==> config.mk <==
export PLATFORM = sky130hd
export DESIGN_NAME = lsu_dmem
export DESIGN_NICKNAME = d
export VERILOG_FILES = /design/src/rtl/lsu_dmem.sv
export SDC_FILE = /design/constraint.sdc
export NUM_CORES = 1
export LEC_CHECK = 0
export ABC_AREA = 1
export CAP_MARGIN = 20
export CORE_MARGIN = 3
export CORE_UTILIZATION = 44
export CTS_CLUSTER_SIZE = 14
export DETAILED_ROUTE_END_ITERATION = 6
export GPL_TIMING_DRIVEN = 0
export MAX_ROUTING_LAYER = met4
export PLACE_DENSITY = 0.85
export REMOVE_ABC_BUFFERS = 1
export SLEW_MARGIN = 20
export SYNTH_ARGS = -nofsm -noshare
export SYNTH_HDL_FRONTEND = slang
export SYNTH_SLANG_ARGS = --single-unit
==> constraint.sdc <==
create_clock -name clk -period 2.2 [get_ports clk]
set_input_delay 0.44 -clock clk [delete_from_list [all_inputs] [get_ports clk]]
set_output_delay 0.44 -clock clk [all_outputs]
set_load 0.01 [all_outputs]
==> src/rtl/lsu_dmem.sv <==
`default_nettype none
// ============================================================================
// Module   : lsu_dmem
// Purpose  : RV32I load/store unit. It takes the ALU result as the effective
//            address and runs one access on a req/gnt/rvalid data-memory port.
//            The core is stalled until the access completes. Load data is
//            sign- or zero-extended. Misaligned accesses, illegal funct3
//            values and timed-out accesses end with err.
// Ports    : clk, rst_n             clock, async active-low reset
//            mem_read, mem_write   access request (a store wins if both)
//            funct3, addr, wdata   access size/sign, address, store data
//            stall, done, err      pipeline hold, completion pulse, error
//            load_data             extended load result (valid while done)
//            dmem_*                data-memory request/response port
// Revision : 1.0 - initial release
// ============================================================================
module lsu_dmem #(
    parameter int TIMEOUT = 16
) (
    input  logic        clk,
    input  logic        rst_n,
    input  logic        mem_read,
    input  logic        mem_write,
    input  logic [2:0]  funct3,
    input  logic [31:0] addr,
    input  logic [31:0] wdata,
    output logic        stall,
    output logic        done,
    output logic        err,
    output logic [31:0] load_data,
    output logic        dmem_req,
    output logic        dmem_we,
    output logic [31:0] dmem_addr,
    output logic [3:0]  dmem_be,
    output logic [31:0] dmem_wdata,
    input  logic        dmem_gnt,
    input  logic        dmem_rvalid,
    input  logic [31:0] dmem_rdata
);

    localparam logic [1:0] c_IDLE = 2'd0;
    localparam logic [1:0] c_REQ  = 2'd1;
    localparam logic [1:0] c_WAIT = 2'd2;
    localparam logic [1:0] c_DONE = 2'd3;

    localparam int              c_CW    = (TIMEOUT > 1) ? $clog2(TIMEOUT) : 1;
    localparam logic [c_CW-1:0] c_TMAX  = c_CW'(TIMEOUT - 1);
    localparam bit              c_TO_EN = (TIMEOUT != 0);

    logic [1:0]      r_state;
    logic [1:0]      w_next;
    logic [31:0]     r_addr;
    logic [2:0]      r_funct3;
    logic [31:0]     r_wdata;
    logic            r_we;
    logic [c_CW-1:0] r_cnt;
    logic [31:0]     r_load_data;
    logic            r_err;

    logic            w_start;
    logic            w_legal;
    logic            w_misaligned;
    logic            w_bad;
    logic            w_tmo;
    logic            w_err_next;
    logic            w_busy;
    logic [3:0]      w_be;
    logic [31:0]     w_wlane;
    logic [7:0]      w_byte;
    logic [15:0]     w_half;
    logic [31:0]     w_ext;

    assign w_start = mem_read | mem_write;
    assign w_busy  = (r_state == c_REQ) || (r_state == c_WAIT);
    assign w_tmo   = c_TO_EN && (r_cnt == c_TMAX);

    // Legality is judged on the live inputs, so an IDLE-cycle decision never
    // needs the latched copies. Unsigned loads have no store counterpart.
    always_comb begin
        w_legal = 1'b0;
        case (funct3)
            3'b000, 3'b001, 3'b010: w_legal = 1'b1;
            3'b100, 3'b101:         w_legal = ~mem_write;
            default:                w_legal = 1'b0;
        endcase
    end

    assign w_misaligned = ((funct3[1:0] == 2'b01) & addr[0]) |
                          ((funct3[1:0] == 2'b10) & (|addr[1:0]));
    assign w_bad        = ~w_legal | w_misaligned;

    // ---------------- FSM: state register ----------------
    always_ff @(posedge clk or negedge rst_n) begin
        if (!rst_n) begin
            r_state <= c_IDLE;
        end else begin
            r_state <= w_next;
        end
    end

    // ---------------- FSM: next state ----------------
    always_comb begin
        w_next     = r_state;
        w_err_next = 1'b0;
        case (r_state)
            c_IDLE: begin
                if (w_start) begin
                    if (w_bad) begin
                        w_next     = c_DONE;
                        w_err_next = 1'b1;
                    end else begin
                        w_next = c_REQ;
                    end
                end
            end
            c_REQ: begin
                // A grant in the last allowed cycle still counts.
                if (dmem_gnt) begin
                    w_next = r_we ? c_DONE : c_WAIT;
                end else if (w_tmo) begin
                    w_next     = c_DONE;
                    w_err_next = 1'b1;
                end
            end
            c_WAIT: begin
                if (dmem_rvalid) begin
                    w_next = c_DONE;
                end else if (w_tmo) begin
                    w_next     = c_DONE;
                    w_err_next = 1'b1;
                end
            end
            default: w_next = c_IDLE;
        endcase
    end

    // ---------------- FSM: outputs ----------------
    // stall is gated by rst_n so that reset forces it low immediately, even
    // while the core still presents a load or store.
    always_comb begin
        stall      = rst_n & (w_busy | ((r_state == c_IDLE) & w_start));
        done       = (r_state == c_DONE);
        dmem_req   = (r_state == c_REQ);
        dmem_we    = (r_state == c_REQ) & r_we;
        dmem_be    = (r_state == c_REQ) ? w_be : 4'b0000;
        dmem_addr  = (r_state == c_REQ) ? {r_addr[31:2], 2'b00} : 32'h0;
        dmem_wdata = ((r_state == c_REQ) & r_we) ? w_wlane : 32'h0;
    end

    assign err       = r_err;
    assign load_data = r_load_data;

    // Byte enables and lane-replicated store data come from the latched access.
    always_comb begin
        w_be    = 4'b1111;
        w_wlane = r_wdata;
        case (r_funct3[1:0])
            2'b00: begin
                w_be    = 4'b0001 << r_addr[1:0];
                w_wlane = {4{r_wdata[7:0]}};
            end
            2'b01: begin
                w_be    = 4'b0011 << r_addr[1:0];
                w_wlane = {2{r_wdata[15:0]}};
            end
            default: begin
                w_be    = 4'b1111;
                w_wlane = r_wdata;
            end
        endcase
    end

    // Load lane select and extension.
    always_comb begin
        w_byte = dmem_rdata[7:0];
        case (r_addr[1:0])
            2'b00:   w_byte = dmem_rdata[7:0];
            2'b01:   w_byte = dmem_rdata[15:8];
            2'b10:   w_byte = dmem_rdata[23:16];
            default: w_byte = dmem_rdata[31:24];
        endcase
        w_half = r_addr[1] ? dmem_rdata[31:16] : dmem_rdata[15:0];
        case (r_funct3)
            3'b000:  w_ext = {{24{w_byte[7]}}, w_byte};
            3'b001:  w_ext = {{16{w_half[15]}}, w_half};
            3'b100:  w_ext = {24'h0, w_byte};
            3'b101:  w_ext = {16'h0, w_half};
            default: w_ext = dmem_rdata;
        endcase
    end

    // ---------------- Datapath registers ----------------
    always_ff @(posedge clk or negedge rst_n) begin
        if (!rst_n) begin
            r_addr      <= 32'h0;
            r_funct3    <= 3'b000;
            r_wdata     <= 32'h0;
            r_we        <= 1'b0;
            r_cnt       <= '0;
            r_load_data <= 32'h0;
            r_err       <= 1'b0;
        end else begin
            if ((r_state == c_IDLE) && w_start) begin
                r_addr   <= addr;
                r_funct3 <= funct3;
                r_wdata  <= wdata;
                r_we     <= mem_write;
            end
            // The counter restarts on every state change, so REQ and WAIT
            // each get their own full budget.
            if (w_busy && (w_next == r_state)) begin
                r_cnt <= r_cnt + c_CW'(1);
            end else begin
                r_cnt <= '0;
            end
            // load_data and err are non-zero only during the DONE cycle.
            r_load_data <= ((r_state == c_WAIT) && dmem_rvalid) ? w_ext : 32'h0;
            r_err       <= w_err_next;
        end
    end

endmodule
`default_nettype wire

==> summary.txt <==
POWER AND IR DROP
-------------------------------------------------------------------------------------
Relative contribution of the clock network to total power                       15.8%
Worst vdd ir                                                                 0.771 mV
Sw frac                                                                         43.0%
Internal power summed over all cells                                        0.00602 W
Leakage dissipation                                                           4.35 nW
Combinational group share of total power                                        53.2%
Net Sw Power                                                                0.00455 W
Sequential fraction of design power                                             31.0%
PD cells                                                                 1290 nW/um^2

DETAILED ROUTING
-------------------------------------------------------------------------------------
Count of nets left with antenna violations after detail routing                     0
Post-detailed-route wirelength per cell                                       15.6 um
Mean number of vias per cell                                                     5.03
DR pass1 iterations                                                                 4
Iteration-0 DRC count of the detailed router                                      367
DR DRC count                                                                        0
Via Count                                                                        5341
Final wirelength                                                              16.6 mm

DIE
-------------------------------------------------------------------------------------
Initial standard-cell utilization of the core                                   45.7%
Total I/O pin count                                                               210
Core area                                                                  11600 um^2
DIE HEIGHT                                                                     116 um
Number of placement rows                                                           39
DIE AREA                                                                   13400 um^2
Die Span X                                                                     116 um

STA
-------------------------------------------------------------------------------------
Worst-Margin Slew                                                              577 ps
Clock period minus worst slack                                                2290 ps
Endpoints failing hold                                                              0
Final setup viols                                                                   5
Max Fclk                                                                      436 MHz
Crit share post-route                                                            104%
Total Neg Setup Slack                                                         -195 ps
Relative slew slack                                                             61.5%
Slack of the critical path                                                   -92.4 ps
Post-Route Skew                                                               8.54 ps
Worst Hold Slack                                                              38.6 ps
Unrepaired setup endpoints after global routing                                  true
Number of pins with negative max-slew slack in the final report                     0

WORST SETUP PATH
-------------------------------------------------------------------------------------
CP dominant cell by count                                                sky130_fd_sc_hd__buf_6
Required time of the critical path                                            1760 ps
Kind of capture point of the worst setup path                              output pin
Capture instance of the worst register-to-register path                  r_cnt[1]$_DFF_PN0_
End of the critical path                                                 dmem_wdata[17]
Maximum fanout count along the critical path                                        4
Worst stage delay on the critical path                                         430 ps
Launch point of the critical path                                        r_state[1]$_DFF_PN0_
Worst reg-to-reg setup slack                                                    90 ps
Startpoint of the worst register-to-register path                        r_state[1]$_DFF_PN0_
Largest delay share family, worst path                                   buffers and inverters
Critical path cell sequence                                              inv_4 > ha_4 > nand2_8 > buf_6 > clkinvlp_4 > buf_6 > buf_4 > o21ai_1 > a21oi_1 > buf_2
Nature of the critical path startpoint                                       register
Crit path DAT                                                                 1850 ps
R2R depth                                                                          13
Number of buffers and inverters on the critical path                                6
Setup CP Type                                                            register to output pin
Critical path depth                                                                10
Slowest stage cell on the critical path                                  sky130_fd_sc_hd__dfrtp_2

CLOCK NETWORK
-------------------------------------------------------------------------------------
Num Clock Sinks                                                                   107
Clock latency on the worst-skew pair                                           340 ps
Clock tree root driver cell                                              sky130_fd_sc_hd__clkbuf_16
Largest buffer count on any clock path                                              2
Number of buffers added by the clock tree synthesis step                            9
TritonCTS clock tree                                                             done
Clock-pin slew of the registers on the worst-case setup and hold paths          70 ps
H-Tree Level Count                                                                  3

FINAL LAYOUT
-------------------------------------------------------------------------------------
Synth-to-layout area growth                                                     55.2%
Number of antenna diodes                                                            0
Area of all placed cells without fillers                                    8200 um^2
Share of cells above drive strength 1                                           17.1%
Most common library cell in the layout ignoring fill and taps            sky130_fd_sc_hd__nand2_1
Most frequent cells in the layout                                        254 x sky130_fd_sc_hd__nand2_1, 137 x sky130_fd_sc_hd__clkdlybuf4s50_1, 102 x sky130_fd_sc_hd__dfrtp_1, 67 x sky130_fd_sc_hd__nor2_1, 59 x sky130_fd_sc_hd__inv_1
Final-layout fill cell count                                                      901
Nets@finish                                                                      1023

GLOBAL ROUTING
-------------------------------------------------------------------------------------
First-pass GRT wire length                                                    25.5 mm
Initial antenna violation count                                                     0
Total routing usage reported by global routing                                  24.9%
Number of global-route vias before repair                                        5099
Remaining Overflow, GRT                                                             0
Largest net degree at the start of global routing                                  61

FLOW RUN
-------------------------------------------------------------------------------------
Maxcap violations                                                                   0

LOGIC SYNTHESIS
-------------------------------------------------------------------------------------
Cells after synthesis                                                             688
Yosys reg bits                                                                    107
Post-synth cell types                                                              34
Post-synthesis area per instance                                            7.68 um^2
Cell area after technology mapping                                          5290 um^2
Register area share after synthesis                                             50.7%
Number of warnings reported in the yosys synthesis log                              0

PLACE
-------------------------------------------------------------------------------------
Placed wire-length estimate                                                   10.8 mm
Number of buffer cells added on primary ports                                     207
Last weighted congestion value of the routability-driven placer                 0.851
Area after detailed placement                                               7430 um^2

STATUS
-------------------------------------------------------------------------------------
Failing checks                                                           negative setup slack
Result of the run                                                        finished, violations left

WORST HOLD PATH
-------------------------------------------------------------------------------------
Worst min-delay path class                                               input port to asynchronous set/reset pin

-- kinds of logic (layout without fill, tap and decap cells) --
group	count (synthesis)	in the layout	share of synthesized area (%)
and+or+nand+nor	373	374	29.3
buffers and inverters	111	339	8.95
DFF	107	107	50.7
AOI/OAI and AO/OA	89	89	9.56
adders and majority gates	5	5	1.18
xor gates and xnor gates	2	2	0.331
other	1	2	0.0709
-- routing by layer --
layer  vias up  wire, um  global-route usage [%]
li1       2570         -                       -
met1      2514      6530                    28.4
met2       220      8100                    41.7
met3        37      1440                    7.00
met4         0       515                    9.59
met5         -         0                       -
-- state kept, by name, summed over array words and instances, names as in the netlist --
signal	cells
load_data	32
r_state	2
r_addr	32
r_cnt	4
r_we	1
r_wdata	32
err	1
r_funct3	3
-- stage by stage --
step | worst slack (ps) | util, % | instances | total power (W)
after detailed placement | -1490 | 64.2 | 1004 | 0.00799
after CTS | -160 | 69.0 | 1051 | 0.0101
final | -92.4 | 70.9 | 1061 | 0.0106
after floorplan | -2440 | - | 651 | 0.00585
after global routing | -155 | 70.9 | 1061 | 0.0113
after global placement | -5120 | 63.5 | 1001 | 0.00766
-- final cells by class --
cell class / count / area (um^2) / share of cell area [%]
repair buffers: 247 / 2350 / 28.7
flip-flops and latches: 107 / 2680 / 32.7
clock buffers: 10 / 239 / 2.91
multi-input cells: 472 / 2350 / 28.6
well taps: 143 / 179 / 2.18
clock inverters: 6 / 70.1 / 0.854
inverters: 73 / 304 / 3.71
repair inverters: 3 / 25.0 / 0.305
-- power groups by stage --
stage / Combinational, W / Clock [W] / Sequential (W)
after floorplan: 0.00268 / 0 / 0.00317
after global placement: 0.00446 / 0 / 0.00319
after detailed placement: 0.00477 / 0 / 0.00322
after CTS: 0.00520 / 0.00170 / 0.00321
after global routing: 0.00619 / 0.00178 / 0.00335
final: 0.00562 / 0.00167 / 0.00327
-- repair_timing --
action	in CTS	in global routing
buffers inserted	27	12
hold buffers	0	0
resized for setup	174	74
cloned	4	1
endpoints found under the setup margin	155	61
pin swaps	9	10
-- how the worst min path moves through the flow --
stage | end | cells past startpoint | startpoint
after detailed placement | load_data[24]$_DFF_PN0_ | 1 | rst_n
after global placement | r_wdata[20]$_DFFE_PN0P_ | 2 | r_wdata[20]$_DFFE_PN0P_
after floorplan | err$_DFF_PN0_ | 0 | rst_n
after global routing | load_data[24]$_DFF_PN0_ | 1 | rst_n
final | load_data[24]$_DFF_PN0_ | 1 | rst_n
after CTS | load_data[24]$_DFF_PN0_ | 1 | rst_n
-- cells in the mapped netlist --
library cell                 n  area (um^2)
sky130_fd_sc_hd__o21a_1      1         7.51
sky130_fd_sc_hd__a31oi_1     5         31.3
sky130_fd_sc_hd__a21oi_1    16         80.1
sky130_fd_sc_hd__o21ai_1     6         30.0
sky130_fd_sc_hd__inv_2       7         26.3
sky130_fd_sc_hd__inv_1      65          244
sky130_fd_sc_hd__a21oi_2     1         8.76
sky130_fd_sc_hd__conb_1      1         3.75
sky130_fd_sc_hd__nor2_1     72          270
sky130_fd_sc_hd__o211ai_2    1         12.5
sky130_fd_sc_hd__nor2_4     10          113
sky130_fd_sc_hd__clkinv_2    1         5.00
sky130_fd_sc_hd__xor2_1      1         8.76
sky130_fd_sc_hd__nor2_2      2         12.5
sky130_fd_sc_hd__or2_1       3         18.8
sky130_fd_sc_hd__nand3_4     1         17.5
sky130_fd_sc_hd__nand3_2     2         20.0
sky130_fd_sc_hd__o22ai_1     8         50.1
sky130_fd_sc_hd__nor3_1     10         50.1
sky130_fd_sc_hd__buf_4       4         30.0
sky130_fd_sc_hd__buf_1       8         30.0
sky130_fd_sc_hd__a211oi_1    2         15.0
sky130_fd_sc_hd__dfrtp_1   107         2680
sky130_fd_sc_hd__clkbuf_1    7         26.3
sky130_fd_sc_hd__a221oi_1    2         17.5
sky130_fd_sc_hd__ha_1        5         62.6
sky130_fd_sc_hd__buf_6       1         11.3
sky130_fd_sc_hd__buf_2      17         85.1
sky130_fd_sc_hd__nand2_1   257          965
sky130_fd_sc_hd__o211ai_1    7         52.6
sky130_fd_sc_hd__xnor2_1     1         8.76
sky130_fd_sc_hd__buf_8       1         15.0
sky130_fd_sc_hd__o21ai_0    40          200
sky130_fd_sc_hd__nand3_1    16         80.1
No activity file was read; power rests on OpenSTA's default activity.
